--- config.mk ---
export PLATFORM = sky130hd
export DESIGN_NAME = fetch_unit
export DESIGN_NICKNAME = d
export VERILOG_FILES = /design/src/rtl/fetch_pkg.sv /design/src/rtl/fetch_fifo.sv /design/src/rtl/fetch_unit.sv
export SDC_FILE = /design/constraint.sdc
export NUM_CORES = 1
export LEC_CHECK = 0
export CORE_MARGIN = 2
export CORE_UTILIZATION = 60
export DETAILED_ROUTE_END_ITERATION = 12
export DONT_BUFFER_PORTS = 1
export GPL_TIMING_DRIVEN = 0
export PLACE_DENSITY = 0.85
export REMOVE_ABC_BUFFERS = 1
export SYNTH_ARGS = -nofsm -noshare
export SYNTH_HDL_FRONTEND = slang
export SYNTH_SLANG_ARGS = --single-unit
--- constraint.sdc ---
create_clock -name clk -period 3.1 [get_ports clk]
set_input_delay 0.465 -clock clk [delete_from_list [all_inputs] [get_ports clk]]
set_output_delay 0.465 -clock clk [all_outputs]
set_load 0.01 [all_outputs]
--- src/rtl/fetch_pkg.sv ---
// Shared types and constants for the instruction fetch front end.
package fetch_pkg;

  typedef enum logic [1:0] {
    IDLE = 2'd0,
    WAIT = 2'd1,
    DROP = 2'd2
  } fetch_state_t;

  localparam int INST_W  = 32;
  localparam int PC_STEP = 4;

endpackage

--- src/rtl/fetch_fifo.sv ---
// Prefetch FIFO of {instruction, pc} pairs; flush wins over push and pop.
module fetch_fifo
  import fetch_pkg::*;
#(
  parameter int DEPTH  = 4,
  parameter int ADDR_W = 32,
  localparam int PTR_W = $clog2(DEPTH)
) (
  input  logic              clk,
  input  logic              rst,
  input  logic              push,
  input  logic [INST_W-1:0] push_inst,
  input  logic [ADDR_W-1:0] push_pc,
  input  logic              pop,
  input  logic              flush,
  output logic [PTR_W:0]    count,
  output logic [INST_W-1:0] head_inst,
  output logic [ADDR_W-1:0] head_pc
);

  logic [INST_W-1:0] inst_mem [DEPTH];
  logic [ADDR_W-1:0] pc_mem   [DEPTH];
  logic [PTR_W-1:0]  wr_ptr;
  logic [PTR_W-1:0]  rd_ptr;
  logic              do_pop;

  assign do_pop = pop && (count != '0);

  always_ff @(posedge clk or negedge rst) begin
    if (!rst) begin
      wr_ptr <= '0;
      rd_ptr <= '0;
      count  <= '0;
      for (int i = 0; i < DEPTH; i++) begin
        inst_mem[i] <= '0;
        pc_mem[i]   <= '0;
      end
    end else if (flush) begin
      rd_ptr <= wr_ptr;
      count  <= '0;
    end else begin
      if (push) begin
        inst_mem[wr_ptr] <= push_inst;
        pc_mem[wr_ptr]   <= push_pc;
        wr_ptr           <= wr_ptr + PTR_W'(1);
      end
      if (do_pop) begin
        rd_ptr <= rd_ptr + PTR_W'(1);
      end
      if (push && !do_pop) begin
        count <= count + (PTR_W+1)'(1);
      end else if (!push && do_pop) begin
        count <= count - (PTR_W+1)'(1);
      end
    end
  end

  assign head_inst = inst_mem[rd_ptr];
  assign head_pc   = pc_mem[rd_ptr];

endmodule

--- src/rtl/fetch_unit.sv ---
// Fetch front end: owns the fetch PC, issues word reads over req/ack and
// feeds decode from a prefetch FIFO, flushing on branch/jump redirects.
module fetch_unit
  import fetch_pkg::*;
#(
  parameter int              DEPTH    = 4,
  parameter int              ADDR_W   = 32,
  parameter logic [ADDR_W-1:0] RESET_PC = '0
) (
  input  logic              clk,
  input  logic              rst,
  output logic              mem_req,
  output logic [ADDR_W-1:0] mem_addr,
  input  logic              mem_ack,
  input  logic [INST_W-1:0] mem_rdata,
  input  logic              redirect,
  input  logic [ADDR_W-1:0] redirect_pc,
  output logic              inst_valid,
  output logic [INST_W-1:0] inst,
  output logic [ADDR_W-1:0] inst_pc,
  input  logic              inst_ready
);

  localparam int PTR_W = $clog2(DEPTH);

  fetch_state_t      state;
  fetch_state_t      state_next;
  logic [ADDR_W-1:0] fetch_pc;
  logic [ADDR_W-1:0] pc_next;
  logic [PTR_W:0]    count;
  logic [PTR_W:0]    count_after;
  logic              push;
  logic              pop;

  assign push        = (state == WAIT) && mem_ack && !redirect;
  assign pop         = inst_valid && inst_ready;
  assign count_after = count + (PTR_W+1)'(push) - (PTR_W+1)'(pop);
  assign mem_req     = (state != IDLE);
  assign inst_valid  = (count != '0);

  // A new request is only started when the FIFO has room for its reply,
  // so a push can never land on a full FIFO.
  always_comb begin
    state_next = state;
    pc_next    = fetch_pc;
    case (state)
      IDLE: begin
        if (!redirect && (count < (PTR_W+1)'(DEPTH))) state_next = WAIT;
      end
      WAIT: begin
        if (redirect) state_next = mem_ack ? IDLE : DROP;
        else if (mem_ack) state_next = (count_after < (PTR_W+1)'(DEPTH)) ? WAIT : IDLE;
      end
      DROP: begin
        if (mem_ack) state_next = IDLE;
      end
      default: state_next = IDLE;
    endcase
    if (redirect) pc_next = redirect_pc & ~ADDR_W'(3);
    else if (push) pc_next = fetch_pc + ADDR_W'(PC_STEP);
  end

  // mem_addr is frozen while a request is pending so the handshake completes
  // at the address that was issued, even after a redirect.
  always_ff @(posedge clk or negedge rst) begin
    if (!rst) begin
      state    <= IDLE;
      fetch_pc <= RESET_PC;
      mem_addr <= RESET_PC;
    end else begin
      state    <= state_next;
      fetch_pc <= pc_next;
      if ((state == IDLE) || mem_ack) mem_addr <= pc_next;
    end
  end

  fetch_fifo #(
    .DEPTH (DEPTH),
    .ADDR_W(ADDR_W)
  ) u_fifo (
    .clk      (clk),
    .rst      (rst),
    .push     (push),
    .push_inst(mem_rdata),
    .push_pc  (fetch_pc),
    .pop      (pop),
    .flush    (redirect),
    .count    (count),
    .head_inst(inst),
    .head_pc  (inst_pc)
  );

endmodule

==> results of run 1 <==
-- layout make-up --
cell class / instances / area (µm²) / area share, %
clock buffer: 53 / 1040 / 6.43
sequential: 329 / 8240 / 51.1
multi-input combinational: 626 / 6160 / 38.2
clock inverter: 8 / 71.3 / 0.442
timing repair buffer: 6 / 158 / 0.978
tap: 324 / 405 / 2.51
inverter: 12 / 45.0 / 0.279
-- worst min path at each step --
| stage | from | endpoint | slack, ns |
|---|---|---|---|
| after floorplan | rst | fetch_pc[0] | 0.17 |
| after global placement | rst | u_fifo.inst_mem[108] | 0.18 |
| after detailed placement | rst | u_fifo.inst_mem[108] | 0.18 |
| after CTS | rst | u_fifo.pc_mem[110] | -0.35 |
| after global routing | rst | u_fifo.inst_mem[76] | -0.35 |
| final | rst | u_fifo.inst_mem[76] | -0.33 |
-- report_power, final --
part,internal [mW],switching (mW),total (mW)
clock network,2.39,1.62,4.02
registers,6.05,1.20,7.24
logic,2.71,2.12,4.83
-- flip-flops by register name (all words and copies together) (netlist names) --
signal / cells
fetch_pc: 32
mem_addr: 32
state: 2
u_fifo.count: 3
u_fifo.inst_mem: 128
u_fifo.pc_mem: 128
u_fifo.rd_ptr: 2
u_fifo.wr_ptr: 2
-- cell usage after synthesis (all sizes together), types with 2 or more instances --
cell / instances / share of area (%)
mux2i: 6 / 0.41
nor4: 5 / 0.21
o211ai: 5 / 0.26
o21ai: 33 / 1.1
nand2: 71 / 1.8
dfrtp: 329 / 56
nor2b: 5 / 0.21
o31ai: 2 / 0.10
a21oi: 19 / 0.65
a221o: 6 / 0.41
nand4: 13 / 0.55
nand3b: 2 / 0.10
mux2: 257 / 20
and4bb: 2 / 0.17
and4: 6 / 0.36
or3: 4 / 0.20
and3: 14 / 0.60
buf: 39 / 1.1
ha: 7 / 0.60
nor2: 29 / 0.74
nor3: 11 / 0.37
xnor2: 14 / 0.83
nand3: 18 / 0.61
xor2: 12 / 0.71
clkbuf: 35 / 0.90
inv: 12 / 0.31
mux4: 64 / 9.8
o311ai: 2 / 0.12
and2: 6 / 0.26
-- per-stage QoR --
stage	setup WS (ns)	setup TNS [ns]	hold slack [ns]
6_report	0.125	0	-0.333
5_1_grt	-0.0167	-0.0167	-0.354
4_1_cts	0.205	0	-0.353
3_5_place_dp	0.202	0	0.176
3_3_place_gp	-1.89	-366.04	0.176
2_1_floorplan	-0.653	-41.90	0.169
-- routing by layer --
layer	vias to the layer above	share of wire, %	global-route usage [%]	wire (µm)
li1	3735	-	-	-
met1	4523	41	33.9	13100
met2	292	50	42.6	15900
met3	68	7.4	6.15	2360
met4	0	2.3	7.37	730
met5	-	0	0	0
-- cells by family (layout without fill, tap and decap cells) --
| group | count (synthesis) | after routing | synth area share (%) |
|---|---|---|---|
| simple gates | 190 | 190 | 6.41 |
| compound gates | 75 | 75 | 3.11 |
| mux | 327 | 327 | 29.9 |
| buf+inv | 86 | 79 | 2.32 |
| flops | 329 | 329 | 56.0 |
| fa+ha+maj | 8 | 8 | 0.732 |
| xor+xnor | 26 | 26 | 1.55 |
==> summary.md, run 1 <==
| Metric | Value |
|---|---|
| H-tree depth | 2 |
| Post-synth top flop | dfrtp_1 |
| Slew @ Worst Pin | approximately 1.3 ns |
| Layout Cells excl Fill | 1,358 |
| Failing checks | hold timing |
| Crit path DAT | about 3.4 ns |
| PostCTS Resize Cnt | 0 |
| DP Area | 15,000 µm² |
| PnR Total Power | around 16 mW |
| Hold Vio Cnt, Final | approximately 330 |
| GP Congestion | 0.800 |
| Distinct cells, synth | 47 |
| GRT Overall Usage | roughly a quarter |
| Critical path depth | 5 |
| Worst Path Required | 3.49 ns |
| Slew margin rel. | between 10% and 20% |
| Half-perimeter wire length after placement | 19,900 µm |
| Number of remaining DRC errors | 0 |
| Routed Antenna Nets | 0 |
| Post-placement cell count | roughly 1,300 |
| Final period util | around 96% |
| Cell Pwr Density | 998 nW/µm² |
| Clock Root Buffer | clkbuf_16 |
| Synth warnings | 0 |
| Vias in the first global route | approximately 9,300 |
| GR Overflow Total | 0 |
| Max Cap Violations | 0 |
| Finished Cell Area | roughly 16,000 µm² |
| First-pass GRT wire length | just over 50,000 µm |
| Cell family with most CP delay | simple AND/OR/NAND/NOR gates |
| Worst setup SP type | flip-flop |
| Worst R2R Setup Slack | about 0.13 ns |
| Share of post-route cells with drive strength above 1 | about 38% |
| Fmax achieved | ~0.34 GHz |
| Clock transition at the registers of the reported paths | around 0.06 ns |
| Endpoints failing setup | 0 |
| Die footprint | about 26,000 µm² |
| Buf/Inv on CP | 0 |
| Final core utilization | 66.7% |
| Max VDD drop | 0.621 mV |
| Rows | between 50 and 60 |
| Crit path kind | reg2reg |
| Fin crit period | 2.97 ns |
| Max clock buf depth | 3 |
| Post-Route WL | approximately 32,000 µm |
| RSZ-0062 raised after global routing | yes |
| Pin count of the biggest net entering global routing | 330 |
| Hold Crit Class | in2async |
| Filler Cell Count | about 1,600 |
| CTS tree | done |
| Commonest non-fill, non-tap cells in the layout | dfrtp_1 (327), mux2_2 (256), nand2_1 (66) |
| Max incr delay on CP | approximately 1.2 ns |
| Vias per inst | approximately 6.3 |
| Vias | between 8,000 and 9,000 |
| Worst r2r dst | mem_addr[27] |
| Fin Hold WS | -0.333 ns |
| Async set-reset flop share out of synthesis | 100% |
| Nets | approximately 1,100 |
| Number of antenna diodes | 0 |
| Reg2reg start | state[1] |
| CTS buffer count | 36 |
| Outcome | finished, violations left |
| Die X | 161 µm |
| Latest clock arrival within the worst-skew pair | between 0.5 and 0.6 ns |
| Commonest non-fill, non-tap cell in the layout | dfrtp_1 |
| Mapped Cells | around 1,000 |
| Mapped Area | 14,700 µm² |
| DR iter-0 viols | ~630 |
| Critical Path Sink Type | flip-flop |
| I/O pins | between 150 and 200 |
| Routed len/inst | about 24 µm |
| Antenna violations before repair | 0 |
| CTS Sinks | 329 |
| Initial Util | ~61% |
| Yosys reg bits | between 300 and 400 |
| CP Cell Sequence | nand4bb_1, nor4_1, nand4_1, xnor2_1, a221o_1 |
| Port buffer count | 0 |
| Final slew viol count | 0 |
| CP Capture Point | mem_addr[27] |
| Pleak | 7.17 nW |
| R2R depth | 5 |
| Number of synthesized flops with an enable pin | 0 |
| Core area | 24,200 µm² |
| Vertical die dimension | 161 µm |
| Worst Setup SP | state[1] |
| Area growth from synthesis to layout | 9.61% |
| Avg Synthesized Cell Area | 14.1 µm² |
| CP max FO | 8 |
| Clk_skew | about 0.016 ns |
| Post-CTS Setup Inserts | 0 |
| Seq/Total Area, Yosys | 56.0% |
| Drt pass-1 iters | 5 |
| Slowest cell on crit path | nor4_1 |
No activity file was read; power rests on OpenSTA's default activity.
==> run 2: changes to the inputs <==
- TNS_END_PERCENT: unset -> 5
==> results of run 2 <==
Same layout as run 1: the final DEF is identical, and so are final timing and power.
==> run 3: changes to the inputs <==
- CAP_MARGIN: unset -> 20
- CORE_MARGIN: 2 -> unset
==> summary.md, run 3 (synthesis results as in run 1) <==
| Metric | Value |
|---|---|
| Outcome | finished, violations left |
| Failing checks | hold timing |
| Vias | about 8,600 |
| Half-perimeter wire length after placement | approximately 20,000 µm |
| Place WS | 0.167 ns |
| Drt pass-1 iters | 4 |
| CTS tree | done |
| Max VDD drop | approximately 0.54 mV |
| Post-placement cell count | about 1,300 |
| RSZ-0062 raised after global routing | no |
| Layout Cells excl Fill | about 1,400 |
| Routed len/inst | 23.3 µm |
| Buf/Inv on CP | 1 |
| Pleak | slightly above 7 nW |
| Fin crit period | between 2 and 3 ns |
| Fin Hold WS | -0.351 ns |
| Latest clock arrival within the worst-skew pair | 0.51 ns |
| Slowest cell on crit path | dfrtp_4 |
| PnR Total Power | 16.1 mW |
| Routed Antenna Nets | 0 |
| Max Cap Violations | 0 |
| Nets | 1,091 |
| CTS Sinks | approximately 330 |
| Commonest non-fill, non-tap cells in the layout | dfrtp_1 (327), mux2_2 (256), nand2_1 (67) |
| Post-Route WL | about 32,000 µm |
| Vias in the first global route | 8,982 |
| Hold Crit Class | in2async |
| Crit path DAT | 2.42 ns |
| CTS buffer count | 35 |
| Clock transition at the registers of the reported paths | approximately 0.060 ns |
| Pin count of the biggest net entering global routing | between 300 and 400 |
| Antenna violations before repair | 1 |
| DR iter-0 viols | about 630 |
| Initial Util | 61.9% |
| Endpoints failing setup | 0 |
| First-pass GRT wire length | ~50,000 µm |
| Crit path kind | reg2out |
| I/O pins | between 150 and 200 |
| DP Area | roughly 15,000 µm² |
| Slew margin rel. | approximately a third |
| PostCTS Resize Cnt | 0 |
| Cell Pwr Density | between 900 and 1000 nW/µm² |
| Area growth from synthesis to layout | 10.2% |
| Max clock buf depth | 3 |
| Clock Root Buffer | clkbuf_16 |
| Core area | 23,800 µm² |
| CP Cell Sequence | buf_16, mux4_2 |
| Worst setup margin | approximately 0.21 ns |
| Die footprint | approximately 25,000 µm² |
| Final core utilization | about 68% |
| Max incr delay on CP | around 0.86 ns |
| Final slew viol count | 0 |
| Finished Cell Area | approximately 16,000 µm² |
| Critical Path Sink Type | output port |
| GRT Overall Usage | about a quarter |
| Cell family with most CP delay | flip-flops |
| Number of remaining DRC errors | 0 |
| R2R depth | 6 |
| Fmax achieved | 0.346 GHz |
| Rows | 56 |
| Worst Path Required | 2.63 ns |
| GP Congestion | a little over 0.8 |
| Critical path depth | 2 |
| Final period util | between 90% and 100% |
| Filler Cell Count | approximately 1,600 |
| Port buffer count | 0 |
| Vertical die dimension | roughly 160 µm |
| Commonest non-fill, non-tap cell in the layout | dfrtp_1 |
| Die X | 159 µm |
| H-tree depth | 2 |
| CP max FO | 37 |
| Worst setup SP type | flip-flop |
| Hold Vio Cnt, Final | 329 |
| Share of post-route cells with drive strength above 1 | about 38% |
| GR Overflow Total | 0 |
| Vias per inst | between 6 and 7 |
| Clk_skew | approximately 0.027 ns |
| Slew @ Worst Pin | between 0.9 and 1 ns |
| Largest regs | u_fifo.inst_mem: 128 flops, u_fifo.pc_mem: 128 flops |
run 3: changes by cell type in the layout (fill, tap and decap cells not counted):
cell / delta
buf_12: -1
buf_16: +3
buf_6: +1
bufinv_16: +1
clkbuf_2: +1
clkinv_2: -1
clkinv_4: -1
diode_2: +1
nand2_1: +1
nand2_2: -1
run 3: area by class of cell:
cell class,instances,area [µm²],share of cell area (%)
inverter,12,45.0,0.278
antenna,1,2.50,0.0154
timing repair buffer,10,236,1.46
clock inverter,7,87.6,0.540
sequential,329,8240,50.8
tap,319,399,2.46
multi-input combinational,626,6160,38.0
clock buffer,53,1040,6.39
run 3: timing repair:
action,CTS,global route
buffers inserted,0,0
endpoints found under the setup margin,0,0
hold endpoints to repair,329,329
run 3: metrics by stage:
stage	setup TNS [ns]	hold slack, ns
4_1_cts	0	-0.363
2_1_floorplan	-41.90	0.169
5_1_grt	0	-0.363
6_report	0	-0.351
3_5_place_dp	0	0.176
3_3_place_gp	-368.93	0.175
run 3: worst paths after layout:
path	slack (ns)	startpoint	endpoint
min reg2reg	0.48	u_fifo.pc_mem[15]	u_fifo.pc_mem[15]
max in group asynchronous	2.94	rst	u_fifo.inst_mem[118]
max reg2reg	0.45	state[1]	mem_addr[27]
min	-0.35	rst	u_fifo.inst_mem[70]
max	0.21	u_fifo.rd_ptr[0]	inst_pc[11]
min in group clk	0.02	mem_ack	state[1]
run 3: worst register-to-register path, stage by stage (launching register included):
cell and delay [ns]:
dfrtp_1 0.43, nand4bb_1 0.50, nor4_1 0.67, clkbuf_2 0.27
nand4_1 0.17, xnor2_1 0.18, a221o_1 0.31
run 3: routing by layer:
| metal | global-route usage [%] | routed length, µm |
|---|---|---|
| met4 | 7.74 | 634 |
| met5 | 0 | 0 |
| met3 | 5.20 | 1990 |
| met1 | 34.3 | 13200 |
| met2 | 43.5 | 15800 |
run 3: power by group:
part / switching [mW] / internal, mW / leakage (nW)
combinational: 2.06 / 2.73 / 2.56
sequential: 1.22 / 6.04 / 4.11
clock: 1.61 / 2.47 / 0.549
